File: config.mk
export PLATFORM = sky130hd
export DESIGN_NAME = button_debouncer_flat
export DESIGN_NICKNAME = d
export VERILOG_FILES = /design/src/rtl/button_debouncer_if.sv /design/src/rtl/button_debouncer.sv /design/src/flat_wrapper.sv
export SDC_FILE = /design/constraint.sdc
export NUM_CORES = 1
export LEC_CHECK = 0
export CORE_ASPECT_RATIO = 0.9
export CORE_UTILIZATION = 40
export CTS_CLUSTER_SIZE = 20
export DETAILED_ROUTE_END_ITERATION = 12
export PLACE_DENSITY = 0.65
export SLEW_MARGIN = 20
export SYNTH_ARGS = -nofsm -noshare
export SYNTH_HDL_FRONTEND = slang
export SYNTH_SLANG_ARGS = --single-unit
File: constraint.sdc
create_clock -name clk -period 4.3 [get_ports clk]
set_input_delay 0.43 -clock clk [delete_from_list [all_inputs] [get_ports clk]]
set_output_delay 0.43 -clock clk [all_outputs]
set_load 0.02 [all_outputs]
File: src/rtl/button_debouncer_if.sv
// Button signals between the pin/bus side and the debouncer.
// The bus side drives the raw pin and read strobe; the debouncer returns the conditioned level.
interface button_debouncer_if;
  logic btn_raw;
  logic btn_ren;
  logic btn_out;
  logic press_pulse;

  modport master (output btn_raw, output btn_ren, input btn_out, input press_pulse);
  modport slave  (input btn_raw, input btn_ren, output btn_out, output press_pulse);
endinterface

File: src/rtl/button_debouncer.sv
// Push-button conditioner: synchronizer, counter-based debounce FSM and sticky press latch.
// btn_out: 1 = idle, 0 = pressed or a press not yet read by the CPU.
//
// state       | meaning
// RELEASED    | button accepted as released
// PRESS_CHK   | synced input low, waiting for it to stay low long enough
// PRESSED     | button accepted as pressed
// RELEASE_CHK | synced input high, waiting for it to stay high long enough
module button_debouncer #(
  parameter int DEBOUNCE_CYCLES = 270000,
  parameter int SYNC_STAGES     = 2
) (
  input  logic               clk,
  input  logic               reset,
  button_debouncer_if.slave  bus
);

  localparam int CNT_W = $clog2(DEBOUNCE_CYCLES);
  localparam logic [CNT_W-1:0] CNT_LAST = CNT_W'(DEBOUNCE_CYCLES - 1);

  typedef enum logic [1:0] {
    RELEASED    = 2'd0,
    PRESS_CHK   = 2'd1,
    PRESSED     = 2'd2,
    RELEASE_CHK = 2'd3
  } state_t;

  logic [SYNC_STAGES-1:0] sync_q;
  logic                   s;
  state_t                 state_q, state_d;
  logic [CNT_W-1:0]       cnt_q, cnt_d;
  logic                   pending_q, pending_d;
  logic                   level_d;
  logic                   accept;
  logic                   btn_out_q;
  logic                   pulse_q;

  assign s = sync_q[SYNC_STAGES-1];

  // Chain resets to 1 so a held button is seen only after the full sync delay.
  always_ff @(posedge clk or posedge reset) begin
    if (reset) sync_q <= '1;
    else       sync_q <= {sync_q[SYNC_STAGES-2:0], bus.btn_raw};
  end

  always_ff @(posedge clk or posedge reset) begin
    if (reset) begin
      state_q   <= RELEASED;
      cnt_q     <= '0;
      pending_q <= 1'b0;
      btn_out_q <= 1'b1;
      pulse_q   <= 1'b0;
    end else begin
      state_q   <= state_d;
      cnt_q     <= cnt_d;
      pending_q <= pending_d;
      btn_out_q <= ~(level_d | pending_d);
      pulse_q   <= accept;
    end
  end

  always_comb begin
    state_d = state_q;
    cnt_d   = cnt_q;
    accept  = 1'b0;
    unique case (state_q)
      RELEASED: begin
        if (!s) begin
          state_d = PRESS_CHK;
          cnt_d   = '0;
        end
      end
      PRESS_CHK: begin
        if (s) begin
          state_d = RELEASED;
        end else if (cnt_q == CNT_LAST) begin
          state_d = PRESSED;
          accept  = 1'b1;
        end else begin
          cnt_d = cnt_q + CNT_W'(1);
        end
      end
      PRESSED: begin
        if (s) begin
          state_d = RELEASE_CHK;
          cnt_d   = '0;
        end
      end
      RELEASE_CHK: begin
        if (!s) begin
          state_d = PRESSED;
        end else if (cnt_q == CNT_LAST) begin
          state_d = RELEASED;
        end else begin
          cnt_d = cnt_q + CNT_W'(1);
        end
      end
      default: state_d = RELEASED;
    endcase
  end

  // A newly accepted press beats a read in the same cycle so it is never lost.
  always_comb begin
    level_d = (state_d == PRESSED) || (state_d == RELEASE_CHK);
    if (accept)           pending_d = 1'b1;
    else if (bus.btn_ren) pending_d = 1'b0;
    else                  pending_d = pending_q;
  end

  assign bus.btn_out     = btn_out_q;
  assign bus.press_pulse = pulse_q;

endmodule

File: src/flat_wrapper.sv
// flat-port wrapper written by rule: the top's interface ports become plain ports
module button_debouncer_flat 
#(
  parameter int DEBOUNCE_CYCLES = 270000,
  parameter int SYNC_STAGES     = 2
)
  (clk, reset, bus_btn_raw, bus_btn_ren, bus_btn_out, bus_press_pulse);
  button_debouncer_if bus_i ();
  input  logic clk;
  input  logic reset;
  input wire logic [$bits(bus_i.btn_raw)-1:0] bus_btn_raw;
  input wire logic [$bits(bus_i.btn_ren)-1:0] bus_btn_ren;
  output wire logic [$bits(bus_i.btn_out)-1:0] bus_btn_out;
  output wire logic [$bits(bus_i.press_pulse)-1:0] bus_press_pulse;
  assign bus_i.btn_raw = bus_btn_raw;
  assign bus_i.btn_ren = bus_btn_ren;
  assign bus_btn_out = bus_i.btn_out;
  assign bus_press_pulse = bus_i.press_pulse;
  button_debouncer #(.DEBOUNCE_CYCLES(DEBOUNCE_CYCLES), .SYNC_STAGES(SYNC_STAGES)) u_core (.clk(clk), .reset(reset), .bus(bus_i));
endmodule
==> key figures <==
Run
  – Maxcap violations: 0

Power and ir drop
  – Static Leak: 0.000586 uW
  – Sequential power share: 0.579
  – Psw: 111 uW
  – Pwr Density: 293 nW/um^2
  – Gate power share: 0.066
  – Clock power frac: 0.355
  – Total Power: 456 uW
  – Worst vdd ir: 172 uV
  – Int Power: 345 uW
  – Switch share: 0.244

Timing
  – Max Freq: 0.394 GHz
  – Measured slew at the worst slew-check pin: 1.05 ns
  – Pins over their slew limit: 0
  – Post-Route Setup TNS: 0 ns
  – Min Hold Slack: 0.359 ns
  – Final Hold Viols: 0
  – Clk_skew: 0.00535 ns
  – RSZ-0062 raised after global routing: false
  – Setup-failing EPs final: 0
  – Slew margin rel.: 0.297
  – Final period util: 0.590
  – Tmin final: 2.54 ns

Synth
  – Synth cell types: 49
  – Mapped Area: 1430 um^2
  – Syn nets: 153
  – Main synth FF type: dfrtp_1
  – Sequential cell area fraction in the yosys report: 0.459
  – Mean Syn Cell Area: 9.63 um^2
  – Post-synthesis register bit count: 26
  – Number of synthesized flops with an enable pin: 0
  – Asr flop ratio synth: 1.00
  – Warnings from Yosys: 0
  – Synth Instances: 148

GRT
  – GR Overflow Total: 0
  – Largest net degree at the start of global routing: 27
  – Vias in the first global route: 1166
  – Initial antenna violation count: 0
  – Total track usage: 0.192
  – First-pass GRT wire length: 5560 um

Routing
  – Starting DRT DRC Count: 47
  – Vias per cell: 6.16
  – First-pass DRT Iterations: 4
  – Detailed-route via count: 1201
  – Final WL: 3190 um
  – Drt wl/cell: 16.3 um
  – Routed Antenna Nets: 0
  – DRC Markers: 0

Critical path
  – Worst Setup End Kind: register
  – Worst path cell trace: or4bb_1 -> or4_4 -> o21ai_2 -> mux2i_1
  – Type of the worst setup path: reg2reg
  – Slowest CP cell: dfrtp_1
  – Critical path required time: 4.43 ns
  – Largest stage delay on the critical path: 0.75 ns
  – Crit path launch type: register
  – Critical path arrival: 2.67 ns
  – CP max FO: 20

Cells and area
  – Synthesis-to-finish area growth: 9.22%
  – Ratio of cells with drive above 1 in the final layout: 0.0795
  – Diodes inserted: 0
  – Final instance area: 1560 um^2
  – Non-filler cells, final: 195
  – Layout net count: 157
  – Fill cell count: 335

Clocking
  – # clock sinks: 26
  – Root Driver: clkbuf_8
  – Post-cts resize count: 0
  – Cts bufs inserted: 3
  – Setup Fix Bufs, Post-CTS: 0
  – Skew-Pair Late Insertion Delay: 0.28 ns
  – CTS tree: done
  – Cts hold-fix bufs: 0
  – Clock Path Buffers: 2
  – Clk slew on worst S/H paths: 0.09 ns
  – H-tree depth: 1

Placement
  – Post-DP Area: 1500 um^2
  – Gpl congestion: 0.864
  – IO buf count: 5
  – Inst Count DP: 191
  – HPWL Detailed: 2190 um

Floorplanning
  – DIE WIDTH: 64.9 um
  – Initial Util: 0.422
  – Die area: 3810 um^2
  – Core Region: 3380 um^2
  – FP Rows: 20
  – Die Y: 58.6 um
  – Ports: 6

Outcome
  – Outcome: complete, no violations

Worst hold path
  – HP Class: reg2reg
## flip-flops by register name, summed over array words and instances, names as in the netlist
signal	cells
u_core.state_q	2
u_core.sync_q	2
u_core.bus.btn_out	1
u_core.bus.press_pulse	1
u_core.cnt_q	19
u_core.pending_q	1
## through the flow
stage	util	setup WS (ns)
2_1_floorplan	-	2.38
3_3_place_gp	0.444	1.88
3_5_place_dp	0.444	1.80
4_1_cts	0.461	1.79
5_1_grt	0.461	1.59
6_report	0.461	1.76
## synthesized netlist by cell type (all sizes together), types with 2 or more instances
library cell,count,area (um^2)
dfstp,3,78.8
nor3b,2,15.0
nor4,6,43.8
or3,2,12.5
o31ai,6,45.0
a2bb2oi,3,26.3
dfrtp,23,576
a21boi,3,22.5
mux2i,2,20.0
o211ai,3,22.5
nor2,4,15.0
nand2,15,56.3
o21ai,9,48.8
nand3,4,20.0
nand4b,2,17.5
nor3,3,15.0
inv,9,33.8
buf,2,12.5
nand4,7,43.8
a31oi,4,25.0
and2,3,18.8
nand2b,4,25.0
or4,3,26.3
o41ai,3,26.3
a21oi,2,10.0
clkbuf,4,16.3
## kinds of logic after synthesis
logic type,after synthesis,share of synthesized area
AOI/OAI and AO/OA,43,0.217
muxes,2,0.0140
and+or+nand+nor,59,0.245
xor gates and xnor gates,2,0.0123
buffers and inverters,15,0.0439
DFF,26,0.459
adders and majority gates,1,0.00878
## per-layer routing
metal	up-vias	part of all wire	GRT usage
met5	-	0	0
met4	0	0.013	0.0667
met3	5	0.034	0.0291
met2	29	0.48	0.317
met1	590	0.48	0.258
li1	577	-	-
## final timing paths
| path | from | to | slack, ns | cells after the start |
|---|---|---|---|---|
| min in group asynchronous | reset | u_core.cnt_q[18] | 0.54 | 2 |
| worst max-delay path | u_core.state_q[0] | u_core.cnt_q[0] | 1.76 | 4 |
| worst max register to register | u_core.state_q[0] | u_core.cnt_q[0] | 1.76 | 4 |
| worst min-delay path | u_core.sync_q[0] | u_core.sync_q[1] | 0.36 | 0 |
| max in group asynchronous | reset | u_core.cnt_q[2] | 3.33 | 2 |
| worst min register to register | u_core.sync_q[0] | u_core.sync_q[1] | 0.36 | 0 |
## layout by cell type (no fill, tap or decap), types with 3 or more instances in the layout
| cell type | n |
|---|---|
| o41ai_1 | 3 |
| clkdlybuf4s50_1 | 5 |
| nand2b_1 | 4 |
| nor2_1 | 4 |
| clkbuf_8 | 4 |
| dfrtp_1 | 23 |
| a2bb2oi_1 | 3 |
| o211ai_1 | 3 |
| a21boi_0 | 3 |
| o21ai_0 | 6 |
| nand2_1 | 15 |
| o31ai_1 | 6 |
| dfstp_2 | 3 |
| nor3_1 | 3 |
| a31oi_1 | 4 |
| nor4_1 | 5 |
| inv_1 | 8 |
| nand4_1 | 7 |
| and2_1 | 3 |
| nand3_1 | 4 |
## power by group through the flow
stage	logic [uW]	registers (uW)	clock network, uW
after detailed placement	30.2	268	0
after floorplan	26.8	262	0
final	30.0	264	162
after CTS	30.3	264	164
after global placement	29.5	268	0
after global routing	34.6	266	174
## worst max-delay path: cells and delay by family (launching register included)
family             cells  cell delay (ns)
and+or+nand+nor        2             1.05
DFF                    1             0.75
AOI/OAI and AO/OA      1             0.46
muxes                  1             0.13
## layout make-up
| type | instances | area (um^2) | area share |
|---|---|---|---|
| well taps | 44 | 55.1 | 0.0354 |
| repair buffers | 5 | 50.0 | 0.0322 |
| multi-input cells | 107 | 708 | 0.455 |
| inverters | 9 | 33.8 | 0.0217 |
| flip-flops and latches | 26 | 654 | 0.420 |
| clock buffers | 4 | 55.1 | 0.0354 |
Note: power is estimated with default switching activity, not from simulation.
